[config.mk]
export PLATFORM = sky130hd
export DESIGN_NAME = arbiter_rr_registered
export DESIGN_NICKNAME = d
export VERILOG_FILES = /design/src/rtl/arbiter_rr_registered.sv
export SDC_FILE = /design/constraint.sdc
export NUM_CORES = 1
export LEC_CHECK = 0
export CELL_PAD_IN_SITES_DETAIL_PLACEMENT = 1
export CELL_PAD_IN_SITES_GLOBAL_PLACEMENT = 2
export CORE_UTILIZATION = 20
export CTS_BUF_LIST = sky130_fd_sc_hd__clkbuf_4
export CTS_CLUSTER_DIAMETER = 40
export CTS_CLUSTER_SIZE = 40
export DETAILED_ROUTE_END_ITERATION = 12
export PLACE_DENSITY = 0.85
export SLEW_MARGIN = 40
export SYNTH_ARGS = -nofsm -noshare
export SYNTH_HDL_FRONTEND = slang
export SYNTH_SLANG_ARGS = --single-unit
[constraint.sdc]
create_clock -name clk -period 2.3 [get_ports clk]
set_input_delay 0.345 -clock clk [delete_from_list [all_inputs] [get_ports clk]]
set_output_delay 0.345 -clock clk [all_outputs]
set_load 0.01 [all_outputs]
[src/rtl/arbiter_rr_registered.sv]
// arbiter_rr_registered
//   N-channel valid/ready arbiter with a one-entry registered output stage.
//   Policy: RR_MODE=1 rotating round-robin (pointer follows each winner);
//           RR_MODE=0 fixed priority, lowest-priority pointer advanced by shift.
//   Optional: define ARBITER_RR_REGISTERED_ASSERT_EN to compile in simulation
//   assertions (one-hot accept, output stability, producer hold rules,
//   INIT_LOWEST_PRIO range).
// Ports:
//   clk, rst         clock, synchronous active-high reset
//   in_valid[N]      per-channel request
//   in_data[N]       per-channel payload
//   in_ready[N]      per-channel accept (combinational, at most one high)
//   shift            advance lowest-priority pointer (RR_MODE=0 only)
//   out_valid        output register holds a beat
//   out_data         registered payload
//   out_id           index of the channel that supplied out_data
//   out_ready        downstream accept
module arbiter_rr_registered #(
  parameter int unsigned DWIDTH           = 16,
  parameter int unsigned N                = 4,
  parameter int unsigned RR_MODE          = 1,
  parameter int unsigned INIT_LOWEST_PRIO = N - 1,
  localparam int unsigned IDW             = (N > 1) ? $clog2(N) : 1
) (
  input  logic                       clk,
  input  logic                       rst,
  input  logic [N-1:0]               in_valid,
  input  logic [N-1:0][DWIDTH-1:0]   in_data,
  output logic [N-1:0]               in_ready,
  input  logic                       shift,
  output logic                       out_valid,
  output logic [DWIDTH-1:0]          out_data,
  output logic [IDW-1:0]             out_id,
  input  logic                       out_ready
);

  logic [IDW-1:0]    lp_q, lp_d;
  logic              out_valid_q, out_valid_d;
  logic [DWIDTH-1:0] out_data_q, out_data_d;
  logic [IDW-1:0]    out_id_q, out_id_d;

  logic              load_c;
  logic              found_c;
  logic [IDW-1:0]    win_c;

  // (a + k) mod N, kept in IDW bits; also covers non-power-of-two N
  function automatic logic [IDW-1:0] wrap_add(input logic [IDW-1:0] a,
                                              input int unsigned k);
    return IDW'((32'(a) + k) % N);
  endfunction

  // Search order lp+1 .. lp+N, so lp itself is checked last
  always_comb begin
    load_c  = !rst && (!out_valid_q || out_ready);
    found_c = 1'b0;
    win_c   = '0;
    for (int unsigned k = 1; k <= N; k++) begin
      if (!found_c && in_valid[wrap_add(lp_q, k)]) begin
        found_c = 1'b1;
        win_c   = wrap_add(lp_q, k);
      end
    end
  end

  // Accept strobe: only the winner, only when the output register can load
  always_comb begin
    in_ready = '0;
    if (load_c && found_c) begin
      in_ready[win_c] = 1'b1;
    end
  end

  // Next-state for output register and priority pointer
  always_comb begin
    out_valid_d = out_valid_q;
    out_data_d  = out_data_q;
    out_id_d    = out_id_q;
    lp_d        = lp_q;

    if (load_c) begin
      out_valid_d = found_c;
      if (found_c) begin
        out_data_d = in_data[win_c];
        out_id_d   = win_c;
      end
    end

    if (N == 1) begin
      lp_d = '0;
    end else if (RR_MODE != 0) begin
      if (load_c && found_c) begin
        lp_d = win_c;
      end
    end else if (shift) begin
      // the accept in this cycle already used the old pointer
      lp_d = wrap_add(lp_q, 1);
    end
  end

  always_ff @(posedge clk) begin
    if (rst) begin
      out_valid_q <= 1'b0;
      out_data_q  <= '0;
      out_id_q    <= '0;
      lp_q        <= (N == 1) ? '0 : IDW'(INIT_LOWEST_PRIO);
    end else begin
      out_valid_q <= out_valid_d;
      out_data_q  <= out_data_d;
      out_id_q    <= out_id_d;
      lp_q        <= lp_d;
    end
  end

  assign out_valid = out_valid_q;
  assign out_data  = out_data_q;
  assign out_id    = out_id_q;

`ifdef ARBITER_RR_REGISTERED_ASSERT_EN
  generate
    if (INIT_LOWEST_PRIO >= N) begin : g_bad_init
      $error("INIT_LOWEST_PRIO must be below N");
    end
  endgenerate

  a_ready_onehot: assert property (@(posedge clk) $onehot0(in_ready))
    else $error("in_ready has more than one bit set");

  a_out_stable: assert property (@(posedge clk) disable iff (rst)
      (out_valid_q && !out_ready) |=> ($stable(out_data_q) && $stable(out_id_q)))
    else $error("out_data/out_id changed under backpressure");

  for (genvar gi = 0; gi < int'(N); gi++) begin : g_in_hold
    a_in_hold: assert property (@(posedge clk) disable iff (rst)
        (in_valid[gi] && !in_ready[gi]) |=> (in_valid[gi] && $stable(in_data[gi])))
      else $error("producer dropped in_valid or changed in_data before accept");
  end
`endif

endmodule

==> flow_summary_export.csv, run 1 <==
group,metric,value,unit
status,status,"finished clean",
clock_tree,cts_buffers,3,
clock_tree,tritoncts,"built",
worst_setup_path,crit_path_frequent_cell,"nand2_4",
route,drt_drc_violations_left,0,
finish,num_antenna_cells,0,
logic_synthesis,synthSimpleGateAreaFrac,19.0,%
floorplan,initial_core_util,21.1,%
worst_setup_path,critical_path_required,1960,ps
floorplan,die_h,87.4,um
power,power_density,463,nW/um^2
sta,worst_pin_slew,350,ps
clock_tree,cts_buffer_depth,2,
power,ir_drop,0.138,mV
sta,slew_viol_final,0,
power,leakage,1.09,nW
power,p_switching,0.000382,W
clock_tree,clk_pin_slew,130,ps
global_routing,track_usage,13.6,%
worst_setup_path,worstPathCellList,"clkdlybuf4s50_1, or4_4, nand2_4, nor2_2, nand2_4, nor2_1, dlygate4sd2_1",
sta,maxSlewHeadroom,76.5,%
power,clockPowerShare,17.2,%
logic_synthesis,synth_nets,235,
place,port_buffers,93,
route,post_drt_wl_per_cell,14.7,um
global_routing,grt_start_max_net_pins,25,
worst_setup_path,crit_buf_inv,2,
floorplan,io_pins,95,
route,post_drt_via_cell_ratio,4.47,
worst_setup_path,arrival,1850,ps
hold_path,min_path_type,"flop to flop",
floorplan,num_rows,30,
power,pwr-share-comb,46.0,%
sta,finalCritPeriodShare,95.4,%
finish,final_util,37.6,%
worst_setup_path,path_max_fanout,4,
clock_tree,post_cts.repair.setup_buffers,0,
route,drt_first_pass_iters,4,
sta,setup_viol_count_final,0,
floorplan,fp.dieArea,7630,um^2
finish,drive_gt1_share,17.7,%
place,dp_hpwl,4.23,mm
logic_synthesis,synth_xor_area_share,0,%
worst_setup_path,timing.critical_path.max_delay_family,"simple AND/OR/NAND/NOR gates",
power,switching_share,31.7,%
run,max_cap_violations,0,
route,drt-initial-drc-count,22,
clock_tree,cts_sinks,21,
worst_setup_path,crit_type,"input port to output pin",
worst_setup_path,slowest_stage,"or4_4",
floorplan,fp.dieW,87.4,um
global_routing,overflow,0,
sta,hold_slack,477,ps
clock_tree,root_buffer,"clkbuf_4",
worst_setup_path,critPathMaxStageDelay,530,ps
logic_synthesis,yosys_warnings,0,
global_routing,antenna_found_initial,0,
sta,skew,4.19,ps
route,finalWirelength,5.31,mm
logic_synthesis,syn_area_per_cell,8.94,um^2
logic_synthesis,synth-seq-cells,21,
logic_synthesis,synth-compound-area-share,32.0,%
global_routing,first_global_vias,1621,
sta,fmax,456,MHz
power,p_int,0.000821,W
logic_synthesis,synth_cells,163,
logic_synthesis,synth_seq_area_share,28.8,%
clock_tree,cts_hold_buffers,0,
worst_setup_path,end_kind,"output pin",
finish,fin_nets,339,
power,power_frac_seq,36.8,%
logic_synthesis,yosys.cell_types.count,35,
finish,syn_to_final_growth,78.3,%
logic_synthesis,synth_adder_area_share,0,%
clock_tree,htree_levels,1,
place,gp_congestion,0.722,
logic_synthesis,syn-cell-area,1460,um^2
clock_tree,clk_latency,320,ps
logic_synthesis,synth_mux_area_share,12.4,%
sta,hold_viol_final,0,
global_routing,grt_pass1_wl,7.90,mm
route,antenna_left,0,
floorplan,fp.coreArea,6910,um^2
logic_synthesis,synth_top_family_by_area,"compound AO/OA/AOI/OAI gates",
sta,layout_min_cycle_time,2190,ps
worst_setup_path,startpoint_type,"input port",
route,vias,1619,
## logic make-up after synthesis
kind of cell	Yosys count
and+or+nand+nor	51
DFF	21
buffers and inverters	15
muxes	18
AOI/OAI and AO/OA	58
## power groups by stage
stage          Clock, W  Combinational (W)  Sequential [W]
2_1_floorplan         0           0.000252        0.000469
3_3_place_gp          0           0.000549        0.000448
3_5_place_dp          0           0.000558        0.000450
4_1_cts        0.000224           0.000561        0.000443
5_1_grt        0.000234           0.000598        0.000450
6_report       0.000207           0.000553        0.000443
## path summary, 6_finish.rpt
path | from | end | slack [ps] | cells past startpoint
setup / recovery | in_valid[2] | in_ready[3] | 110 | 7
hold / removal | out_data[7]$_SDFFE_PP0P_ | out_data[7]$_SDFFE_PP0P_ | 480 | 2
setup reg to reg | lp_q[1]$_SDFFE_PP1P_ | out_data[11]$_SDFFE_PP0P_ | 390 | 6
hold reg to reg | out_data[7]$_SDFFE_PP0P_ | out_data[7]$_SDFFE_PP0P_ | 480 | 2
## state kept, by name (all words and copies together), names as in the netlist
register and flops:
lp_q 2, out_data 16, out_id 2, out_valid 1
## cells in the mapped netlist
master	instances	area share (%)
buf_12	2	2.7
o21ai_1	6	2.1
nand2b_1	2	0.86
o21bai_2	1	0.77
a31oi_2	1	0.86
inv_2	1	0.26
a211o_1	1	0.60
a21oi_4	1	1.1
mux2i_1	18	12
nand2_1	17	4.4
o211ai_2	9	7.7
nand3b_1	1	0.52
and3_1	16	6.9
o211ai_1	6	3.1
inv_1	1	0.26
nor2b_1	1	0.43
or4_1	1	0.52
buf_6	2	1.5
o221ai_2	1	1.0
nor3_2	1	0.69
buf_4	1	0.52
nor2_2	1	0.43
dfxtp_1	21	29
o21bai_1	1	0.52
buf_2	5	1.7
o21ai_0	9	3.1
nor2_1	7	1.8
a21boi_0	16	8.2
nor3_1	1	0.34
clkbuf_1	3	0.77
a2bb2oi_2	1	1.0
a21o_1	1	0.52
and2_4	1	0.60
a21oi_1	4	1.4
nand2_4	2	1.5
## final cells by class
cell class,instances,area [um^2]
multi-input cells,127,950
fillers,830,4310
inverters,2,7.51
clock buffers,4,30.0
flip-flops and latches,21,422
repair buffers,112,1070
well taps,96,120
## repair_timing
action,4_1_cts,5_1_grt
gates resized for setup,10,2
pin swaps,1,1
endpoints found under the setup margin,4,2
hold endpoints to repair,0,0
## worst register-to-register path, delay by kind of cell (launching register included)
family | cells | cell delay, ps
muxes | 2 | 540
DFF | 1 | 430
AOI/OAI and AO/OA | 2 | 350
buffers and inverters | 1 | 270
and+or+nand+nor | 1 | 200
## per-layer routing
layer  global-route usage (%)  routed length, um  up-vias  part of all wire (%)
met4                     4.92                 72        0                   1.4
met2                     23.9               2470       53                    46
met1                     16.6               2460      761                    46
li1                         -                  -      800                     -
met3                     1.99                305        5                   5.7
met5                        0                  0        -                     0
## through the flow
stage                     setup WS [ps]  instance area [um^2]  instances  TNS [ps]  total power (W)
after floorplan                     466                  1460        163         0         0.000722
after global placement             -262                  2540        358      -985         0.000997
after detailed placement           -301                  2540        358     -1250          0.00101
after CTS                          42.3                  2590        362         0          0.00123
after global routing              -3.08                  2600        362     -3.08          0.00128
final                               106                  2600        362         0          0.00120
## cells in the final DEF (no fill, tap or decap), types with 2 or more instances in the layout
master,instances
and3_1,16
a21boi_0,16
a21oi_1,4
dlygate4sd2_1,5
buf_4,19
clkdlybuf4s50_1,87
dfxtp_1,20
o211ai_2,9
nor2_1,7
mux2i_1,17
o21ai_0,9
nand2_1,17
nand2b_1,2
clkbuf_4,4
o21ai_1,6
o211ai_1,6
nand2_4,2
(Power assumes the default switching activity.)
==> run 2, diff against run 1 <==
--- a/config.mk
+++ b/config.mk
@@ -12,6 +12,7 @@
 export CTS_CLUSTER_DIAMETER = 40
 export CTS_CLUSTER_SIZE = 40
 export DETAILED_ROUTE_END_ITERATION = 12
+export GPL_ROUTABILITY_DRIVEN = 0
 export PLACE_DENSITY = 0.85
 export SLEW_MARGIN = 40
 export SYNTH_ARGS = -nofsm -noshare
==> results of run 2 <==
Same layout as run 1: the final DEF is identical, and so are final timing and power.
